[config.mk]
export PLATFORM = sky130hd
export DESIGN_NAME = clk_div_delay_ctrl
export DESIGN_NICKNAME = d
export VERILOG_FILES = /design/src/rtl/clk_div_delay_pkg.sv /design/src/rtl/clk_div_delay_ctrl_dly_tap_chan.sv /design/src/rtl/clk_div_delay_ctrl.sv
export SDC_FILE = /design/constraint.sdc
export NUM_CORES = 1
export LEC_CHECK = 0
export CORE_ASPECT_RATIO = 1.2
export CORE_UTILIZATION = 56
export CTS_CLUSTER_SIZE = 16
export DETAILED_ROUTE_END_ITERATION = 12
export PLACE_DENSITY = 0.86
export SLEW_MARGIN = 20
export SYNTH_ARGS = -nofsm -noshare
export SYNTH_HDL_FRONTEND = slang
export SYNTH_SLANG_ARGS = --single-unit
export TNS_END_PERCENT = 30
[constraint.sdc]
create_clock -name CLK_IN -period 2.6 [get_ports CLK_IN]
set_input_delay 0.52 -clock CLK_IN [delete_from_list [all_inputs] [get_ports CLK_IN]]
set_output_delay 0.52 -clock CLK_IN [all_outputs]
set_load 0.03 [all_outputs]
[src/rtl/clk_div_delay_pkg.sv]
// Shared types and legal parameter ranges for the divided-clock strobe and
// delay-line tap controller.
package clk_div_delay_pkg;

  typedef enum logic {
    ST_IDLE   = 1'b0,
    ST_SETTLE = 1'b1
  } chan_state_e;

  localparam int DIV_MIN      = 2;
  localparam int DIV_MAX      = 8;
  localparam int SETTLE_MIN   = 1;
  localparam int SETTLE_MAX   = 15;
  localparam int PHASE_W      = 3;
  localparam int SETTLE_CNT_W = 4;

endpackage

[src/rtl/clk_div_delay_ctrl_dly_tap_chan.sv]
// One delay-line channel: saturating-checked tap counter with a settle window
// after every accepted tap change.
module dly_tap_chan
  import clk_div_delay_pkg::*;
#(
  parameter int TAP_W    = 8,
  parameter int TAP_INIT = 0,
  parameter int SETTLE   = 4
) (
  input  logic             clk_i,
  input  logic             rst_i,
  input  logic             load_i,
  input  logic             move_i,
  input  logic             dir_i,
  output logic [TAP_W-1:0] tap_o,
  output logic             busy_o,
  output logic             oor_o
);

  localparam logic [TAP_W-1:0]        TAP_RST  = TAP_W'(TAP_INIT);
  localparam logic [TAP_W-1:0]        TAP_ONE  = TAP_W'(1);
  localparam logic [TAP_W-1:0]        TAP_MAX  = {TAP_W{1'b1}};
  localparam logic [SETTLE_CNT_W-1:0] CNT_LOAD = SETTLE_CNT_W'(SETTLE - 1);

  if (SETTLE < SETTLE_MIN || SETTLE > SETTLE_MAX) begin : g_bad_settle
    $error("dly_tap_chan: SETTLE out of legal range");
  end

  chan_state_e             state_q;
  logic [TAP_W-1:0]        tap_q;
  logic [SETTLE_CNT_W-1:0] cnt_q;
  logic                    busy_q;
  logic                    oor_q;
  logic                    at_limit_s;

  // A move that would wrap is refused rather than applied.
  assign at_limit_s = dir_i ? (tap_q == TAP_MAX) : (tap_q == '0);

  always_ff @(posedge clk_i) begin
    if (rst_i) begin
      state_q <= ST_IDLE;
      tap_q   <= TAP_RST;
      cnt_q   <= '0;
      busy_q  <= 1'b0;
      oor_q   <= 1'b0;
    end else begin
      case (state_q)
        ST_IDLE: begin
          if (load_i) begin
            tap_q   <= TAP_RST;
            oor_q   <= 1'b0;
            cnt_q   <= CNT_LOAD;
            busy_q  <= 1'b1;
            state_q <= ST_SETTLE;
          end else if (move_i) begin
            if (at_limit_s) begin
              oor_q <= 1'b1;
            end else begin
              tap_q   <= dir_i ? (tap_q + TAP_ONE) : (tap_q - TAP_ONE);
              cnt_q   <= CNT_LOAD;
              busy_q  <= 1'b1;
              state_q <= ST_SETTLE;
            end
          end
        end
        ST_SETTLE: begin
          // LOAD restarts the window; moves are dropped until it closes.
          if (load_i) begin
            tap_q <= TAP_RST;
            oor_q <= 1'b0;
            cnt_q <= CNT_LOAD;
          end else if (cnt_q == '0) begin
            busy_q  <= 1'b0;
            state_q <= ST_IDLE;
          end else begin
            cnt_q <= cnt_q - SETTLE_CNT_W'(1);
          end
        end
        default: begin
          busy_q  <= 1'b0;
          state_q <= ST_IDLE;
        end
      endcase
    end
  end

  assign tap_o  = tap_q;
  assign busy_o = busy_q;
  assign oor_o  = oor_q;

endmodule

[src/rtl/clk_div_delay_ctrl.sv]
// Divided-clock strobe generator with bit-slip, plus NUM_CH independent
// delay-line tap channels.
module clk_div_delay_ctrl
  import clk_div_delay_pkg::*;
#(
  parameter int DIVIDER  = 4,
  parameter int NUM_CH   = 4,
  parameter int TAP_W    = 8,
  parameter int TAP_INIT = 0,
  parameter int SETTLE   = 4
) (
  input  logic                    CLK_IN,
  input  logic                    RST,
  input  logic                    BIT_SLIP,
  output logic                    DIV_EN,
  output logic [2:0]              DIV_PHASE,
  output logic                    SLIP_DONE,
  input  logic [NUM_CH-1:0]       DELAY_LINE_LOAD,
  input  logic [NUM_CH-1:0]       DELAY_LINE_MOVE,
  input  logic [NUM_CH-1:0]       DELAY_LINE_DIR,
  output logic [NUM_CH*TAP_W-1:0] TAP_VAL,
  output logic [NUM_CH-1:0]       BUSY,
  output logic [NUM_CH-1:0]       DELAY_LINE_OUT_OF_RANGE
);

  localparam logic [PHASE_W-1:0] PH_LAST = PHASE_W'(DIVIDER - 1);
  localparam logic [PHASE_W-1:0] PH_PRE  = PHASE_W'(DIVIDER - 2);
  localparam logic [PHASE_W-1:0] PH_ONE  = PHASE_W'(1);

  if (DIVIDER < DIV_MIN || DIVIDER > DIV_MAX) begin : g_bad_divider
    $error("clk_div_delay_ctrl: DIVIDER out of legal range");
  end

  logic [PHASE_W-1:0] phase_q, phase_d;
  logic               hold_q, hold_d;
  logic               pend_q, pend_d;
  logic               div_en_q, div_en_d;
  logic               slip_done_q, slip_done_d;

  // hold_q marks the first of the two last-phase cycles produced by a slip;
  // the decision is taken one cycle early so DIV_EN can stay registered.
  always_comb begin
    phase_d     = phase_q;
    hold_d      = 1'b0;
    div_en_d    = 1'b0;
    slip_done_d = 1'b0;
    pend_d      = pend_q | BIT_SLIP;
    if (hold_q) begin
      div_en_d    = 1'b1;
      slip_done_d = 1'b1;
    end else if (phase_q == PH_LAST) begin
      phase_d = '0;
    end else begin
      phase_d = phase_q + PH_ONE;
      if (phase_q == PH_PRE) begin
        if (pend_q) begin
          hold_d = 1'b1;
          pend_d = 1'b0;
        end else begin
          div_en_d = 1'b1;
        end
      end
    end
  end

  always_ff @(posedge CLK_IN) begin
    if (RST) begin
      phase_q     <= '0;
      hold_q      <= 1'b0;
      pend_q      <= 1'b0;
      div_en_q    <= 1'b0;
      slip_done_q <= 1'b0;
    end else begin
      phase_q     <= phase_d;
      hold_q      <= hold_d;
      pend_q      <= pend_d;
      div_en_q    <= div_en_d;
      slip_done_q <= slip_done_d;
    end
  end

  assign DIV_PHASE = phase_q;
  assign DIV_EN    = div_en_q;
  assign SLIP_DONE = slip_done_q;

  for (genvar i = 0; i < NUM_CH; i++) begin : g_chan
    dly_tap_chan #(
      .TAP_W    (TAP_W),
      .TAP_INIT (TAP_INIT),
      .SETTLE   (SETTLE)
    ) u_chan (
      .clk_i  (CLK_IN),
      .rst_i  (RST),
      .load_i (DELAY_LINE_LOAD[i]),
      .move_i (DELAY_LINE_MOVE[i]),
      .dir_i  (DELAY_LINE_DIR[i]),
      .tap_o  (TAP_VAL[i*TAP_W +: TAP_W]),
      .busy_o (BUSY[i]),
      .oor_o  (DELAY_LINE_OUT_OF_RANGE[i])
    );
  end

endmodule

# Word-level counts from Yosys, hierarchy flattened
# Index checks and enable logic that the tools add are counted.
# word_totals
register_bits,67
in_bits,15
output_inout_bits,45
word_cells,234
# classes
add_sub_neg,13
n_eq_ne,34
n_mux,131
bitwise,6
n_reduce_logical,25
# ops
operator,n
8-bit two-way mux,20
4-bit two-way mux,20
1-bit two-way mux,70
8-bit one-hot mux with 2 select lines,4
3-bit != test (second input constant),12
3-bit AND reduction,12
8-bit by 1-bit adder with 8-bit output (second input constant),4
8-bit equality test (second input constant),4
8-bit zero test,4
4-bit one-hot mux with 2 select lines,4
8-bit by 1-bit subtractor with 8-bit output (second input constant),4
2-bit != test (second input constant),12
1-bit one-hot mux with 2 select lines,12
4-bit zero test,4
4-bit AND reduction,4
4-bit by 1-bit subtractor with 4-bit output (second input constant),4
3-bit by 2-bit != test with 1-bit output (second input constant),4
3-bit by 2-bit equality test with 1-bit output (second input constant),2
1-bit inverter,5
4-bit OR reduction,1
3-bit by 1-bit adder with 3-bit output (second input constant),1
3-bit two-way mux,1
1-bit OR,1

# Longest topological paths before layout
# Gate-level depths: netlist of run 1.
# logic_depth
depth_word,6
ltp_mapped,7
mapped_depth_nobuf,7

# Modules after synthesis
# A second synthesis of run 1 with hierarchy kept.
# unflattened
hier_cells,505
hier_area_um2,4195.3
# modules_own_cells
mod,instances,cells_per_inst,area_each_um2,seq_area_each_um2
dly_tap_chan at g_chan[1].u_chan ...,2,116,945.9,300.3
dly_tap_chan at g_chan[3].u_chan,1,126,1018.5,300.3
dly_tap_chan at g_chan[0].u_chan,1,119,1012.2,300.3
clk_div_delay_ctrl,1,28,272.8,140.1

# Least setup slack after synthesis of run 1
# OpenSTA, ideal clock, no wires.
# synth_path
path_type,reg-to-reg
start,register g_chan[1].u_chan.tap_q[0]
end,register g_chan[1].u_chan.tap_q[6]
setup_time_ns,0.126
t_arrival_ns,1.939
required_time_ns,2.474
slack_ns,0.535
stages_incl_launch_ff,8
path_buffers,0
synth_period_minus_slack_ns,2.065
path_cell_list,dfxtp_1 -> inv_1 -> fa_1 -> nor2b_1 -> o31a_1 -> mux2_2 -> o21ai_0 -> a21oi_1
# synth_via
elab_chain_cells,6
elab_cells_between_ends,12
cone_classes,2 x add/sub; 2 x eq/ne; 6 x mux; 2 x reduce/logical
# synth_lines
element,line,text
start: declaration,clk_div_delay_ctrl_dly_tap_chan.sv:30,logic [TAP_W-1:0] tap_q;
start signal: assignment,clk_div_delay_ctrl_dly_tap_chan.sv:59,tap_q <= dir_i ? (tap_q + TAP_ONE) : (tap_q - TAP_ONE);
8-bit by 1-bit subtractor with 8-bit output or 8-bit by 1-bit adder with 8-bit output (tied branches),clk_div_delay_ctrl_dly_tap_chan.sv:59,
8-bit two-way mux,clk_div_delay_ctrl_dly_tap_chan.sv:59,
8-bit two-way mux,clk_div_delay_ctrl_dly_tap_chan.sv:56,if (at_limit_s) begin
8-bit two-way mux,clk_div_delay_ctrl_dly_tap_chan.sv:55,end else if (move_i) begin
8-bit two-way mux,clk_div_delay_ctrl_dly_tap_chan.sv:49,if (load_i) begin
8-bit one-hot mux with 2 select lines,clk_div_delay_ctrl_dly_tap_chan.sv:47,case (state_q)
# Several ways; a longest one is shown, not always the timed one. The select of a mux whose other input is x is not followed.
# A chain may end at the register's enable or synchronous reset.

# Worst setup path after layout of run 1
# layout_path
start,input DELAY_LINE_DIR[0]
end,register g_chan[0].u_chan.tap_q[7]
# layout_via
elab_chain_cells,5
elab_cells_between_ends,8
cone_classes,1 x eq/ne; 6 x mux; 1 x reduce/logical
# layout_lines
element,line,text
start: declaration,clk_div_delay_ctrl.sv:20,"input logic [NUM_CH-1:0] DELAY_LINE_DIR,"
8-bit two-way mux,clk_div_delay_ctrl_dly_tap_chan.sv:59,
8-bit two-way mux,clk_div_delay_ctrl_dly_tap_chan.sv:56,
8-bit two-way mux,clk_div_delay_ctrl_dly_tap_chan.sv:55,
8-bit two-way mux,clk_div_delay_ctrl_dly_tap_chan.sv:49,
8-bit one-hot mux with 2 select lines,clk_div_delay_ctrl_dly_tap_chan.sv:47,
end signal: assignment,clk_div_delay_ctrl_dly_tap_chan.sv:59,
end: declaration,clk_div_delay_ctrl_dly_tap_chan.sv:30,
# Several ways; a longest one is shown, not always the timed one. The select of a mux whose other input is x is not followed.

==> impl_results.md, run 1 <==
* Crit path max fanout at 5
* Hold Path Class: reg -> reg
* Finished Layout Cells at 702
* RSZ-0062 raised after global routing: false
* Mux cell area share after synthesis at between 4 and 5%
* # diodes at 0
* Drt drc at 0
* Reg-to-reg slack, setup at just under 0.6 ns
* Worst R2R Start: g_chan[3].u_chan.tap_o[0]$_SDFFE_PP0P_
* Global route total overflow at 0
* Initial Utilization at between 50% and 60%
* Max stage delay on crit path at ~0.5 ns
* Worst Setup EP: g_chan[0].u_chan.tap_o[7]$_SDFFE_PP0P_
* Routed wire length at ~11000 µm
* Detailed Place HPWL at roughly 8000 µm
* TritonCTS buffer count at 9
* Combinational family with the most area after synthesis: simple AND/OR/NAND/NOR gates
* Post-Syn Nets at 584
* Postcts setup bufs at 0
* # nets final at 654
* Tmin final at between 2 and 2.5 ns
* CP Capture Type: flip-flop
* Port-buffer cells at about 60
* Crit path launch: DELAY_LINE_DIR[0]
* Clock sink total at 67
* Core area at ~7700 µm²
* Area leader, netlist: dfxtp_1
* # Max-Cap Violations at 0
* Vias in the first global route at approximately 4200
* Number of synthesized flops with an enable pin at 0
* Clk buf depth at 2
* GR Util All Layers at around 27%
* WP depth at 8
* Post-Synth Adder-Cell Area at 10.3%
* Share of synthesized registers carrying an async set or reset at 0%
* Placer Congestion at between 0.9 and 1
* Clk_skew at around 0.0086 ns
* Mapped Area at roughly 4400 µm²
* Hold Vio Cnt, Final at 0
* Final worst-path cycle share at ~89%
* Reg2Reg Depth at 8
* H-tree levels at 3
* Worst vdd ir at 0.397 mV
* Layout cells sized above 1 at 10.0%
* Maximum clock rate at 430 MHz
* Top Ports at 60
* Clk pin slew, worst setup/hold paths at roughly 0.080 ns
* Die area at roughly 8300 µm²
* Final core utilization at 70.3%
* PwrDens at 549 nW/µm²
* Post-synth top area share at 30.3%
* Drt first pass iters at 5
* Sequential share of the synthesized area at between 30% and 40%
* P_leak at between 2 and 2.5 nW
* Cells after DPL at about 690
* Crit-path slowest cell: clkdlybuf4s50_1
* DR WL/cell at about 16 µm
* R2R Path End: g_chan[3].u_chan.tap_o[6]$_SDFFE_PP0P_
* Max Slew Vio Count at 0
* DRT antenna net count at 0
* Rows at 35
* WHS at 0.480 ns
* Synth Area in Simple Gates at about a quarter
* Post-synth top flop: dfxtp_1
* Netlist cell types at between 60 and 70
* Element type at the critical path start: input pin
* Cell Chain, Critical Path: clkdlybuf4s50_1 -> inv_1 -> ha_1 -> a211oi_1 -> o211ai_1 -> a21oi_1 -> mux2i_1 -> nand4_1
* Global-route wire length before repair at ~18000 µm
* Die Width at around 83 µm
* Most numerous cell in the Yosys netlist: dfxtp_1
* Vias at 4316
* Synthesized flop and latch total at between 60 and 70
* Hold Crit Depth at 2
* Cells after synthesis at 535
* Root Driver: clkbuf_8
* Syn Area/Cell at a little over 8 µm²
* Outcome: complete, no violations
* Worst EP arrival at around 2.6 ns
* Top cells by count, synth: dfxtp_1, nor2_1, a21oi_1
* Via density at around 6.1
* Initial antenna violation count at 0
* Endpoints failing setup at 0
* Crit path kind: in -> reg
* Buf/Inv on CP at 2
* Post-cts resize count at 0
* Top delay family on crit path: compound AO/OA/AOI/OAI gates
* Area grow syn2layout at 21.6%
* Xor/xnor share of the synthesized area at approximately 2.8%
* Die Y at around 100 µm
* Hold_buf cts at 0
* CP Data Required Time at around 2.8 ns
* Post-synthesis compound-gate area fraction at between 10% and 20%
* Synth area leaders: dfxtp_1, ha_1, nor2_1
* Clock latency on the worst-skew pair at approximately 0.35 ns
* Ys Warns at 0
* Rel. slew slack at 63.5%
* 1st-iter DRT viols at between 200 and 250
* Largest net degree at the start of global routing at 26
* CTS tree: yes
* Tightest Pin Transition at ~0.54 ns
[worst min-delay path, delay by kind of cell (launching register included)]
| kind | cells | cell delay, ns |
|---|---|---|
| DFF | 1 | 0.34 |
| AOI/OAI and AO/OA | 1 | 0.04 |
| and+or+nand+nor | 1 | 0.07 |
[power by group]
group	internal, mW	switching [mW]	total, mW	leakage, nW
clock	0.566	0.429	0.995	0.108
combinational	0.351	0.444	0.795	1.47
sequential	1.09	0.0758	1.17	0.549
total	2.01	0.949	2.96	2.12
[sequential cells by signal, summed over array words and instances (netlist names), 3 cells and up]
signal                 cells
g_chan.u_chan.tap_o       32
g_chan.u_chan.cnt_q       16
g_chan.u_chan.busy_o       4
g_chan.u_chan.oor_o        4
g_chan.u_chan.state_q      4
DIV_PHASE                  3
[worst min path at each step]
stage,startpoint,end
after floorplan,g_chan[3].u_chan.oor_o$_SDFFE_PP0P_,g_chan[3].u_chan.oor_o$_SDFFE_PP0P_
after global placement,g_chan[1].u_chan.oor_o$_SDFFE_PP0P_,g_chan[1].u_chan.oor_o$_SDFFE_PP0P_
after detailed placement,g_chan[3].u_chan.oor_o$_SDFFE_PP0P_,g_chan[3].u_chan.oor_o$_SDFFE_PP0P_
after CTS,g_chan[3].u_chan.oor_o$_SDFFE_PP0P_,g_chan[3].u_chan.oor_o$_SDFFE_PP0P_
after global routing,g_chan[1].u_chan.oor_o$_SDFFE_PP0P_,g_chan[1].u_chan.oor_o$_SDFFE_PP0P_
final,g_chan[3].u_chan.oor_o$_SDFFE_PP0P_,g_chan[3].u_chan.oor_o$_SDFFE_PP0P_
[cells by family (layout without fill, tap and decap cells)]
kind of cell | Yosys count | count (layout)
AOI/OAI and AO/OA | 122 | 122
xor gates and xnor gates | 14 | 14
and+or+nand+nor | 222 | 222
DFF | 67 | 67
buffers and inverters | 56 | 131
muxes | 20 | 20
adders and majority gates | 34 | 34
[placed cells by master, fill, tap and decap left out, types with 3 or more instances in the layout]
cell / count
and3_1: 4
xor2_1: 4
nor3_1: 25
o21a_1: 7
a32oi_1: 3
a21o_1: 9
nand4_1: 7
mux2_2: 4
nand2b_1: 9
fa_1: 4
a211oi_1: 9
a21oi_1: 36
a31o_2: 3
clkdlybuf4s50_1: 58
o21ai_0: 15
nor2_1: 61
nand2_1: 30
o211ai_1: 7
or4_1: 4
nand3_1: 24
a31oi_1: 6
mux2i_1: 16
o31ai_1: 3
xnor2_1: 10
dfxtp_1: 67
nor4_1: 5
o31a_1: 4
nor3b_1: 8
or3_1: 11
o311ai_0: 3
nor2b_1: 12
ha_1: 30
clkbuf_8: 10
nor4b_1: 4
buf_4: 24
nand3b_1: 6
inv_1: 30
[metrics by stage]
step	TNS, ns	power, mW	area, µm²	setup slack (ns)
after detailed placement	-0.0186	1.97	5160	-0.0186
after global placement	0	1.94	5160	0.0520
after CTS	0	2.96	5390	0.344
after floorplan	0	1.74	4430	0.535
final	0	2.96	5390	0.275
after global routing	0	3.09	5390	0.202
[layout make-up]
type / instances / area (µm²)
Multi-Input combinational cell: 412 / 2820
Sequential cell: 67 / 1340
Fill cell: 599 / 2270
Inverter: 32 / 120
Clock buffer: 10 / 138
Tap cell: 92 / 115
Clock inverter: 6 / 88.8
Timing Repair Buffer: 83 / 766
[metal layers]
layer	part of all wire (%)	global-route usage [%]	wire, µm	vias up
met5	0	0	0	-
met4	2.7	12.5	289	0
met3	3.7	4.15	403	31
met2	52	50.1	5700	116
met1	41	30.6	4500	2070
li1	-	-	-	2099
No activity file was read; power rests on OpenSTA's default activity.
==> inputs of run 2 (changes only) <==
Settings changed: CTS_CLUSTER_SIZE 16 to 40, RECOVER_POWER set to 100.
==> run 2 against run 1 <==
  * First-iteration DRC count fell by 1.3%
  * Die area did not move
  * Clock power is essentially flat
  * Global-route usage is the same
  * Critical path depth is 2 lower
  * Critical path type unchanged
  * Largest power group unchanged
  * Worst setup slack worse by 0.077 ns
  * Sequential power barely moved
  * Combinational power fell by 3.8%
  * Final area fell by 1.6%
==> impl_results.md, run 2 (same netlist as run 1, synthesis figures left out) <==
* Hold Crit Depth at 2 (unchanged)
* DRT antenna net count at 0 (unchanged)
* Element type at the critical path start: input pin
* Largest net degree at the start of global routing at 26 (unchanged)
* Clk pin slew, worst setup/hold paths at 0.08 ns (about the same)
* Drt drc at 0 (unchanged)
* GR Util All Layers at 27.1% (unchanged)
* Clk buf depth at 2 (unchanged)
* # Max-Cap Violations at 0 (unchanged)
* Clk_skew at 0.00849 ns (-0.0000685 ns)
* WHS at 0.472 ns (-0.00819 ns)
* Detailed Place HPWL at 8010 µm (unchanged)
* Crit path kind: in -> reg
* Footprint of the multi-input gates at 2770 µm² (-1.7%)
* H-tree levels at 3 (unchanged)
* Die area at 8280 µm² (unchanged)
* Reg2Reg Depth at 8 (unchanged)
* Postcts setup bufs at 0 (unchanged)
* Clock latency on the worst-skew pair at 0.35 ns (about the same)
* Via density at 6.10 (-0.81%)
* Hold Path Class: reg -> reg
* Worst vdd ir at 0.390 mV (-1.7%)
* # nets final at 654 (unchanged)
* Routed wire length at 10900 µm (+0.46%)
* Total power at 2.92 mW (-1.1%)
* Reg-to-reg slack, setup at 0.57 ns (-0.02 ns)
* CP Data Required Time at 2.84 ns (about the same)
* CTS tree: yes
* Worst EP arrival at 2.64 ns (+0.08 ns)
* Maximum clock rate at 416 MHz (-3.2%)
* Hold_buf cts at 0 (unchanged)
* CP Capture Type: flip-flop
* Die Width at 83.2 µm (unchanged)
* Final core utilization at 69.2% (-1.1 points)
* Die Y at 99.5 µm (unchanged)
* Layout cells sized above 1 at 7.38% (-2.6 points)
* Rows at 35 (unchanged)
* Endpoints failing setup at 0 (unchanged)
* TritonCTS buffer count at 9 (unchanged)
* Port-buffer cells at 59 (unchanged)
* P_leak at 2.21 nW (+4.0%)
* Post-cts resize count at 0 (unchanged)
* Vias at 4281 (-0.81%)
* PwrDens at 551 nW/µm² (+0.45%)
* Global-route wire length before repair at 18500 µm (unchanged)
* Max Slew Vio Count at 0 (unchanged)
* Global route total overflow at 0 (unchanged)
* Root Driver: clkbuf_8
* Crit path max fanout at 8 (+3)
* Vias in the first global route at 4198 (unchanged)
* Largest register FFs at 32 (unchanged)
* Tightest Pin Transition at 0.729 ns (+0.185 ns)
* Area grow syn2layout at 19.7%
* DR WL/cell at 15.6 µm (+0.46%)
* Rel. slew slack at 51.4% (-12 points)
* Initial antenna violation count at 0 (unchanged)
* # fillers at 617 (+3.0%)
* Core area at 7660 µm² (unchanged)
* Hold Vio Cnt, Final at 0 (unchanged)
* Clock sink total at 67 (unchanged)
* Outcome: complete, no violations
* Commonest non-fill, non-tap cells in the layout: dfxtp_1, nor2_1, dlygate4sd3_1
* Most common cell after layout, fill and taps aside: dfxtp_1
* 1st-iter DRT viols at 232 (-1.3%)
* Initial Utilization at 57.8% (unchanged)
* Top Ports at 60 (unchanged)
* RSZ-0062 raised after global routing: false
* Drt first pass iters at 4 (-1)
* Tmin final at 2.40 ns (+0.0771 ns)
* Placer Congestion at 0.944 (unchanged)
* Final worst-path cycle share at 92.4% (+3.0 points)
* Reg area at 1340 µm² (unchanged)
* # diodes at 0 (unchanged)
run 2: cell types whose count changed in the layout (fill, tap and decap cells not counted), sizes merged:
cell           change
buf               -11
clkbuf            +11
clkdlybuf4s50     -47
dlygate4sd3       +47
run 2: path summary, 6_finish.rpt:
kind                                                             start                                     end
worst max-delay path                                DELAY_LINE_LOAD[3]  g_chan[3].u_chan.tap_o[4]$_SDFFE_PP0P_
worst min-delay path               g_chan[3].u_chan.oor_o$_SDFFE_PP0P_     g_chan[3].u_chan.oor_o$_SDFFE_PP0P_
worst max register to register  g_chan[3].u_chan.tap_o[0]$_SDFFE_PP0P_  g_chan[3].u_chan.tap_o[6]$_SDFFE_PP0P_
worst min register to register     g_chan[3].u_chan.oor_o$_SDFFE_PP0P_     g_chan[3].u_chan.oor_o$_SDFFE_PP0P_
run 2: cell type report:
class	count	share of cell area, %
timing repair buffer	83	13.7
inverter	32	2.26
clock buffer	10	2.59
clock inverter	6	1.67
multi-input combinational	412	52.3
tap	92	2.17
sequential	67	25.3
run 2: metal layers:
| layer | global-route usage [%] | share of wire [%] |
|---|---|---|
| met4 | 12.5 | 2.4 |
| met3 | 4.15 | 3.5 |
| met5 | 0 | 0 |
| met1 | 30.6 | 41 |
| met2 | 50.1 | 53 |
run 2: worst max-delay path, cell delays in order:
cell           delay [ns]
dlygate4sd3_1        0.66
or2_2                0.35
nor4_1               0.50
nor2_1               0.22
and3_1               0.20
a31o_2               0.20
run 2: metrics by stage:
step                cells  instance area [µm²]  TNS (ns)  worst slack [ns]
floorplan             535                 4430         0             0.535
global placement      686                 5160         0            0.0520
detailed placement    686                 5160   -0.0186           -0.0186
CTS                   702                 5390         0             0.344
global route          702                 5300         0             0.103
finish                702                 5300         0             0.198
run 2: power by group:
part	switching, mW	internal (mW)
clock	0.428	0.566
sequential	0.0737	1.09
combinational	0.440	0.325
==> inputs of run 3 (changes only) <==
--- a/constraint.sdc
+++ b/constraint.sdc
@@ -3,2 +3,2 @@
 set_output_delay 0.52 -clock CLK_IN [all_outputs]
-set_load 0.03 [all_outputs]
+set_load 0.005 [all_outputs]
==> results of run 3 <==
Same layout as run 2 (identical final DEF). Status: complete, no violations.
Among the figures that moved: total power 2.92 mW -> 2.85 mW; worst IR drop on VDD 0.390 mV -> 0.357 mV
